$ cat src/rtl/axis_rgb_unpacker_pkg.sv
// Shared video constants: pixel-group phases, G,B,R byte-lane order and pixel width.
// Also used by the packer testbench so both ends agree on the lane layout.
package axis_rgb_unpacker_pkg;

    localparam int PIX_W = 8;

    typedef enum logic [1:0] {
        PH0 = 2'd0,
        PH1 = 2'd1,
        PH2 = 2'd2,
        PH3 = 2'd3
    } phase_t;

    localparam logic [1:0] LANE_G = 2'd0;
    localparam logic [1:0] LANE_B = 2'd1;
    localparam logic [1:0] LANE_R = 2'd2;

    typedef struct packed {
        logic [PIX_W-1:0] g;
        logic [PIX_W-1:0] b;
        logic [PIX_W-1:0] r;
    } pixel_t;

    function automatic logic [PIX_W-1:0] lane(input logic [31:0] w, input logic [1:0] idx);
        return w[idx*PIX_W +: PIX_W];
    endfunction

endpackage

$ cat src/rtl/axis_rgb_unpacker.sv
// Unpacks 3 x 32-bit words of G,B,R-ordered bytes into 4 pixels, one per beat.
// Phases 0-2 pass input straight through; phase 3 replays the 3 residual bytes.
module axis_rgb_unpacker
    import axis_rgb_unpacker_pkg::*;
(
    input  logic             aclk,
    input  logic             areset,
    input  logic [31:0]      s_axis_tdata,
    input  logic             s_axis_tvalid,
    output logic             s_axis_tready,
    input  logic             s_axis_tlast,
    input  logic             s_axis_tuser,
    output logic [PIX_W-1:0] r,
    output logic [PIX_W-1:0] g,
    output logic [PIX_W-1:0] b,
    output logic             out_valid,
    input  logic             out_ready,
    output logic             sof,
    output logic             eol,
    output logic             err_short_line,
    output logic             err_sof_resync
);

    phase_t      phase;
    phase_t      eff;
    logic [23:0] res;
    logic        last_reg;
    pixel_t      pix;
    logic        eol_c;
    logic        xfer;

    // A start-of-frame word always restarts the group, whatever the phase register says.
    always_comb eff = (s_axis_tvalid && s_axis_tuser) ? PH0 : phase;

    always_comb begin
        pix   = '0;
        eol_c = 1'b0;
        case (eff)
            PH0: begin
                pix.g = lane(s_axis_tdata, LANE_G);
                pix.b = lane(s_axis_tdata, LANE_B);
                pix.r = lane(s_axis_tdata, LANE_R);
                eol_c = s_axis_tlast;
            end
            PH1: begin
                pix.g = res[7:0];
                pix.b = lane(s_axis_tdata, 2'd0);
                pix.r = lane(s_axis_tdata, 2'd1);
                eol_c = s_axis_tlast;
            end
            PH2: begin
                pix.g = res[7:0];
                pix.b = res[15:8];
                pix.r = lane(s_axis_tdata, 2'd0);
            end
            PH3: begin
                pix.g = res[7:0];
                pix.b = res[15:8];
                pix.r = res[23:16];
                eol_c = last_reg;
            end
        endcase
    end

    assign out_valid     = !areset && ((eff == PH3) || s_axis_tvalid);
    assign s_axis_tready = !areset && (eff != PH3) && out_ready;
    assign sof           = !areset && s_axis_tvalid && s_axis_tuser;
    assign eol           = out_valid && eol_c;
    assign xfer          = out_valid && out_ready;
    assign g             = pix.g;
    assign b             = pix.b;
    assign r             = pix.r;

    always_ff @(posedge aclk) begin
        if (areset) begin
            phase          <= PH0;
            res            <= '0;
            last_reg       <= 1'b0;
            err_short_line <= 1'b0;
            err_sof_resync <= 1'b0;
        end else begin
            err_short_line <= 1'b0;
            err_sof_resync <= xfer && s_axis_tvalid && s_axis_tuser && (phase != PH0);
            if (xfer) begin
                case (eff)
                    PH0: begin
                        last_reg <= 1'b0;
                        if (s_axis_tlast) begin
                            phase          <= PH0;
                            res            <= '0;
                            err_short_line <= 1'b1;
                        end else begin
                            phase <= PH1;
                            res   <= {16'h0, lane(s_axis_tdata, 2'd3)};
                        end
                    end
                    PH1: begin
                        if (s_axis_tlast) begin
                            phase          <= PH0;
                            res            <= '0;
                            last_reg       <= 1'b0;
                            err_short_line <= 1'b1;
                        end else begin
                            phase      <= PH2;
                            res[15:0]  <= s_axis_tdata[31:16];
                        end
                    end
                    PH2: begin
                        phase    <= PH3;
                        res      <= s_axis_tdata[31:8];
                        last_reg <= s_axis_tlast;
                    end
                    PH3: begin
                        phase    <= PH0;
                        last_reg <= 1'b0;
                    end
                endcase
            end
        end
    end

endmodule

$ cat config.mk
export PLATFORM = sky130hd
export DESIGN_NAME = axis_rgb_unpacker
export DESIGN_NICKNAME = d
export VERILOG_FILES = /design/src/rtl/axis_rgb_unpacker_pkg.sv /design/src/rtl/axis_rgb_unpacker.sv
export SDC_FILE = /design/constraint.sdc
export NUM_CORES = 1
export LEC_CHECK = 0
export BUFFER_PORTS_ARGS = -buffer_cell sky130_fd_sc_hd__buf_2
export CORE_ASPECT_RATIO = 1.4
export CORE_UTILIZATION = 28
export DETAILED_ROUTE_END_ITERATION = 16
export GPL_ROUTABILITY_DRIVEN = 0
export HOLD_SLACK_MARGIN = 0.12
export SLEW_MARGIN = 20
export SYNTH_ARGS = -nofsm -noshare
export SYNTH_HDL_FRONTEND = slang
export SYNTH_SLANG_ARGS = --single-unit
$ cat constraint.sdc
create_clock -name aclk -period 2.1 [get_ports aclk]
set_input_delay 0.105 -clock aclk [delete_from_list [all_inputs] [get_ports aclk]]
set_output_delay 0.105 -clock aclk [all_outputs]
set_load 0.1 [all_outputs]
[Word-level counts from Yosys, hierarchy flattened]
Index checks and enable logic that the tools add are counted.
Operators by class
  equal/unequal tests: 5
  mux-type cells: 13
  bitwise gates (word level): 2
  reduce and logical (&&, ||, !) cells: 22
Operators by type and width (count)
  24-bit one-hot mux with 4 select lines: 1
  24-bit one-hot mux with 3 select lines: 1
  16-bit two-way mux: 1
  8-bit two-way mux: 2
  1-bit logical AND: 11
  2-bit one-hot mux with 4 select lines: 1
  2-bit == test (second input constant): 2
  2-bit two-way mux: 2
  2-bit inequality test (second input constant): 2
  2-bit AND reduction: 2
  2-bit OR reduction: 2
  1-bit two-way mux: 3
  1-bit one-hot mux with 3 select lines: 1
  3-bit AND reduction: 1
  3-bit nonzero test: 1
  3-bit OR reduction: 1
  2-bit by 1-bit == test with 1-bit output (second input constant): 1
  2-bit zero test: 1
  1-bit NOT: 2
  1-bit one-hot mux with 2 select lines: 1
  2-bit nonzero test: 1
  1-bit zero test: 1
  1-bit logical OR: 1
Storage, ports and cells
  flip-flop bits (word level): 29
  input port bits: 38
  output and inout port bits: 30
  word-level logic and storage cells: 48

[Longest topological paths before layout]
  depth after elaboration: 9
  mapped depth: 9
  depth with buffers taken out: 7

[Worst setup path before layout]
No wires, ideal clock.
  path type: register to output
  start: register phase[1]
  end: output port eol
  arrival time: 4.135 ns
  data required time: 1.995 ns
  path slack: -2.140 ns
  stages on the path, launching flop included: 7
  buffers on the path: 1
  path through: dfxtp_1 > a21bo_2 > inv_1 > ha_1 > clkbuf_1 > a22oi_1 > nor4_1
On the way
  cells in the longest elaborated chain, start to end: 5
Ends and longest elaborated chain
  start, declared: RTL line axis_rgb_unpacker.sv:24  | phase_t phase;
  start signal, assigned: RTL line axis_rgb_unpacker.sv:76  | phase <= PH0;
  start signal, assigned: RTL line axis_rgb_unpacker.sv:89  | phase <= PH0;
  start signal, assigned: RTL line axis_rgb_unpacker.sv:93  | phase <= PH1;
  2-bit two-way mux *: RTL line axis_rgb_unpacker.sv:33  | always_comb eff = (s_axis_tvalid && s_axis_tuser) ? PH0 : phase;
  2-bit by 1-bit == test with 1-bit output (tied with other cells): RTL line axis_rgb_unpacker.sv:38  | case (eff)
  2-bit OR reduction (no source line) / 1-bit logical OR (equally long branches)
  1-bit one-hot mux with 2 select lines / 1-bit logical AND (equally long branches): RTL line axis_rgb_unpacker.sv:38, axis_rgb_unpacker.sv:65
  1-bit logical AND *: RTL line axis_rgb_unpacker.sv:68  | assign eol = out_valid && eol_c;
  end, declared: RTL line axis_rgb_unpacker.sv:19  | output logic eol,
Every way passes the cells marked *; elsewhere a longest branch is shown, timed or not.

[Worst setup path after layout]
  start: register phase[1]
  end: output port r[0]
On the way
  cells in the longest elaborated chain, start to end: 3
Ends and longest elaborated chain
  2-bit two-way mux *: RTL line axis_rgb_unpacker.sv:33
  2-bit == test (tied with other cells): RTL line axis_rgb_unpacker.sv:38
  24-bit one-hot mux with 4 select lines *: RTL line axis_rgb_unpacker.sv:38
  end, declared: RTL line axis_rgb_unpacker.sv:13  | output logic [PIX_W-1:0] r,
Marked as above.

==> reports/results.ini <==
[status]
status=finished, violations left
violations=negative setup slack

[clocking]
cts_root_buf=clkbuf_8
clock_sinks=29
h-tree-depth=2
cts_tree=done
clk_pin_slew_ns=0.06
clk_latency_ns=0.28
clk_path_buf_depth=2
numCtsBuffers=5

[setup_path]
reg2reg_from=phase[0]
path_class=reg -> out
r2r_cells=8
crit_start=phase[1]
worstPathMaxFanout=5
cp_cell_sequence=a21bo_4, inv_4, ha_4, buf_6, a222oi_1, mux2i_4, buf_12
arrival_ns=2.01
crit_path_start_kind=flip-flop
r2r_end=res[4]
critPathCaptureType=primary output
path_delay_family=compound AO/OA/AOI/OAI gates
required_ns=2.00
r2r_slack_ns=0.16
slowest_stage=a222oi_1
critPathMaxStageDelay_ns=0.48
cp.buffers_inverters=3

[global_routing]
grt_overflow=0
grt_max_degree=18
grt_pass1_vias=2440
antenna_found_initial=0
grt_use_total_pct=22.1
grt_pass1_wl_um=12500

[finish]
largest_reg_flops=24
diodes=0
n_fill_cell=684
reg_top3=res: 24 flops, phase: 2 flops
drive_gt1_share_pct=45.4
layout.nets=382
multiInputGateArea_um2=1630
seqCellArea_um2=582
top_register=res
final_cell_mix=41 x buf_2, 28 x dfxtp_1, 28 x buf_12
final_common_cell=buf_2
syn2layout_area_growth_pct=74.8
stdcell_area_um2=3580

[timing]
worstMarginPinSlew_ns=0.503
post-route-period-util_pct=101
hold_violations=0
hold_slack_ns=0.123
slew_headroom_pct=66.4
worst_slack_ns=-0.0107
fin_worst_skew_ns=0.00495
slew_violations=0
setup_viol_count_final=2
rsz0062_at_grt=yes
period_minus_slack_ns=2.11
clock.fmax_ghz=0.474

[floorplanning]
die_w_um=74.2
fp.dieH_um=103
io_pins=68
dieArea_um2=7660
start_util_pct=29.1
fp-row-count=36
core_um2=7030

[hold_path]
hold_class=in -> reg
min_to=res[23]
hold-path-cell-count=3
worstHoldStart=s_axis_tdata[31]

[synth]
yosysWarnings=0
synthTopCellsByArea=dfxtp_1 28%, mux2i_1 8.3%, o31ai_1 6.2%
ys_ff_latch=29
seq_area_frac_synth_pct=28.4
syn_avg_cell_area_um2=8.15
synth.top_cell.area_share_pct=28.4
synth_fp_nets=295
syn_area_um2=2050
synth_largest_area_cell=dfxtp_1
synth_cell_types=33
synth_cells=251

[place]
dpl_worst_slack_ns=0.0168
io_buffers=67
place_area_um2=3170
hpwlAfterDp_um=6000

[detailed_routing]
wirelength_um=8100
drt_iter0_drc=141
vias=2482
routedWlPerCell_um=18.7
drc=0
dr.pass1.iters=5
post_drt_via_cell_ratio=5.72
ant_nets=0

[pwr]
ir_drop_mv=0.313
p_leak_nw=1.48
power_density_nw_per_um2=487

[run]
maxCapViolCount=0

[worst max path at each step]
| stage | cells past startpoint | slack (ns) | to |
|---|---|---|---|
| detailed placement | 7 | 0.02 | r[1] |
| global route | 6 | -0.09 | r[1] |
| floorplan | 6 | -0.23 | eol |
| finish | 7 | -0.01 | r[0] |
| global placement | 9 | 0.1 | r[0] |
| CTS | 9 | 0.005 | g[0] |
[kinds of logic after synthesis]
logic type / share of synthesized area (%)
buf+inv: 7.77
compound gates: 35.4
mux: 8.32
flops: 28.4
simple gates: 16.5
fa+ha+maj: 3.67
[routing by layer]
layer / vias to the layer above / track usage [%] / wire length, µm
met4: 0 / 12.3 / 472
met2: 133 / 39.9 / 4200
met1: 1172 / 24.1 / 2940
met5: - / 0 / 0
li1: 1137 / - / -
met3: 40 / 3.62 / 489
[tightest hold or removal path, cell delays in order]
cell and delay [ns]:
buf_2 0.12, nand2_1 0.06, mux2i_1 0.06
[stage by stage]
stage / setup TNS [ns] / power, mW / util (%) / instances
after detailed placement: 0 / 1.28 / 45.1 / 406
after CTS: 0 / 1.74 / 50.0 / 431
after global routing: -0.791 / 1.80 / 50.9 / 434
after global placement: 0 / 1.27 / 45.1 / 406
final: -0.0182 / 1.74 / 50.9 / 434
after floorplan: -0.233 / 1.01 / - / 251
[Yosys cell counts, drive strengths merged]
library cell / number
clkbuf: 24
nor2: 5
buf: 2
clkinv: 1
nand4: 1
nor3: 2
a311oi: 1
a21oi: 19
inv: 13
a222oi: 8
o21ai: 9
o211ai: 8
o21ba: 1
nand2: 25
nand2b: 1
nor4: 2
ha: 6
o311ai: 9
or2: 2
a221oi: 8
and2: 9
or3: 1
or4: 1
dfxtp: 29
and3b: 9
mux2i: 17
o31ai: 17
nor2b: 2
a22o: 8
a21bo: 1
nand3: 1
a22oi: 9
[area by class of cell]
cell class | count | area share, %
multi-input combinational | 182 | 45.7
timing repair buffer | 106 | 30.9
sequential | 29 | 16.3
tap | 95 | 3.32
clock buffer | 6 | 2.03
inverter | 14 | 1.54
clock inverter | 2 | 0.280
[what timing repair did]
| item | CTS | global route |
|---|---|---|
| hold buffers | 7 | 0 |
| setup endpoints to repair | 25 | 25 |
| gates resized for setup | 27 | 4 |
| hold endpoints to repair | 7 | 0 |
| gates cloned | 0 | 1 |
| pin swaps | 7 | 7 |
| setup buffers | 10 | 2 |
[power breakdown]
part / switching, mW / total [mW] / internal, mW
Sequential: 0.00340 / 0.561 / 0.558
Clock: 0.216 / 0.445 / 0.229
Combinational: 0.469 / 0.733 / 0.265
Total: 0.688 / 1.74 / 1.05
Power figures use the tool's default switching activity.
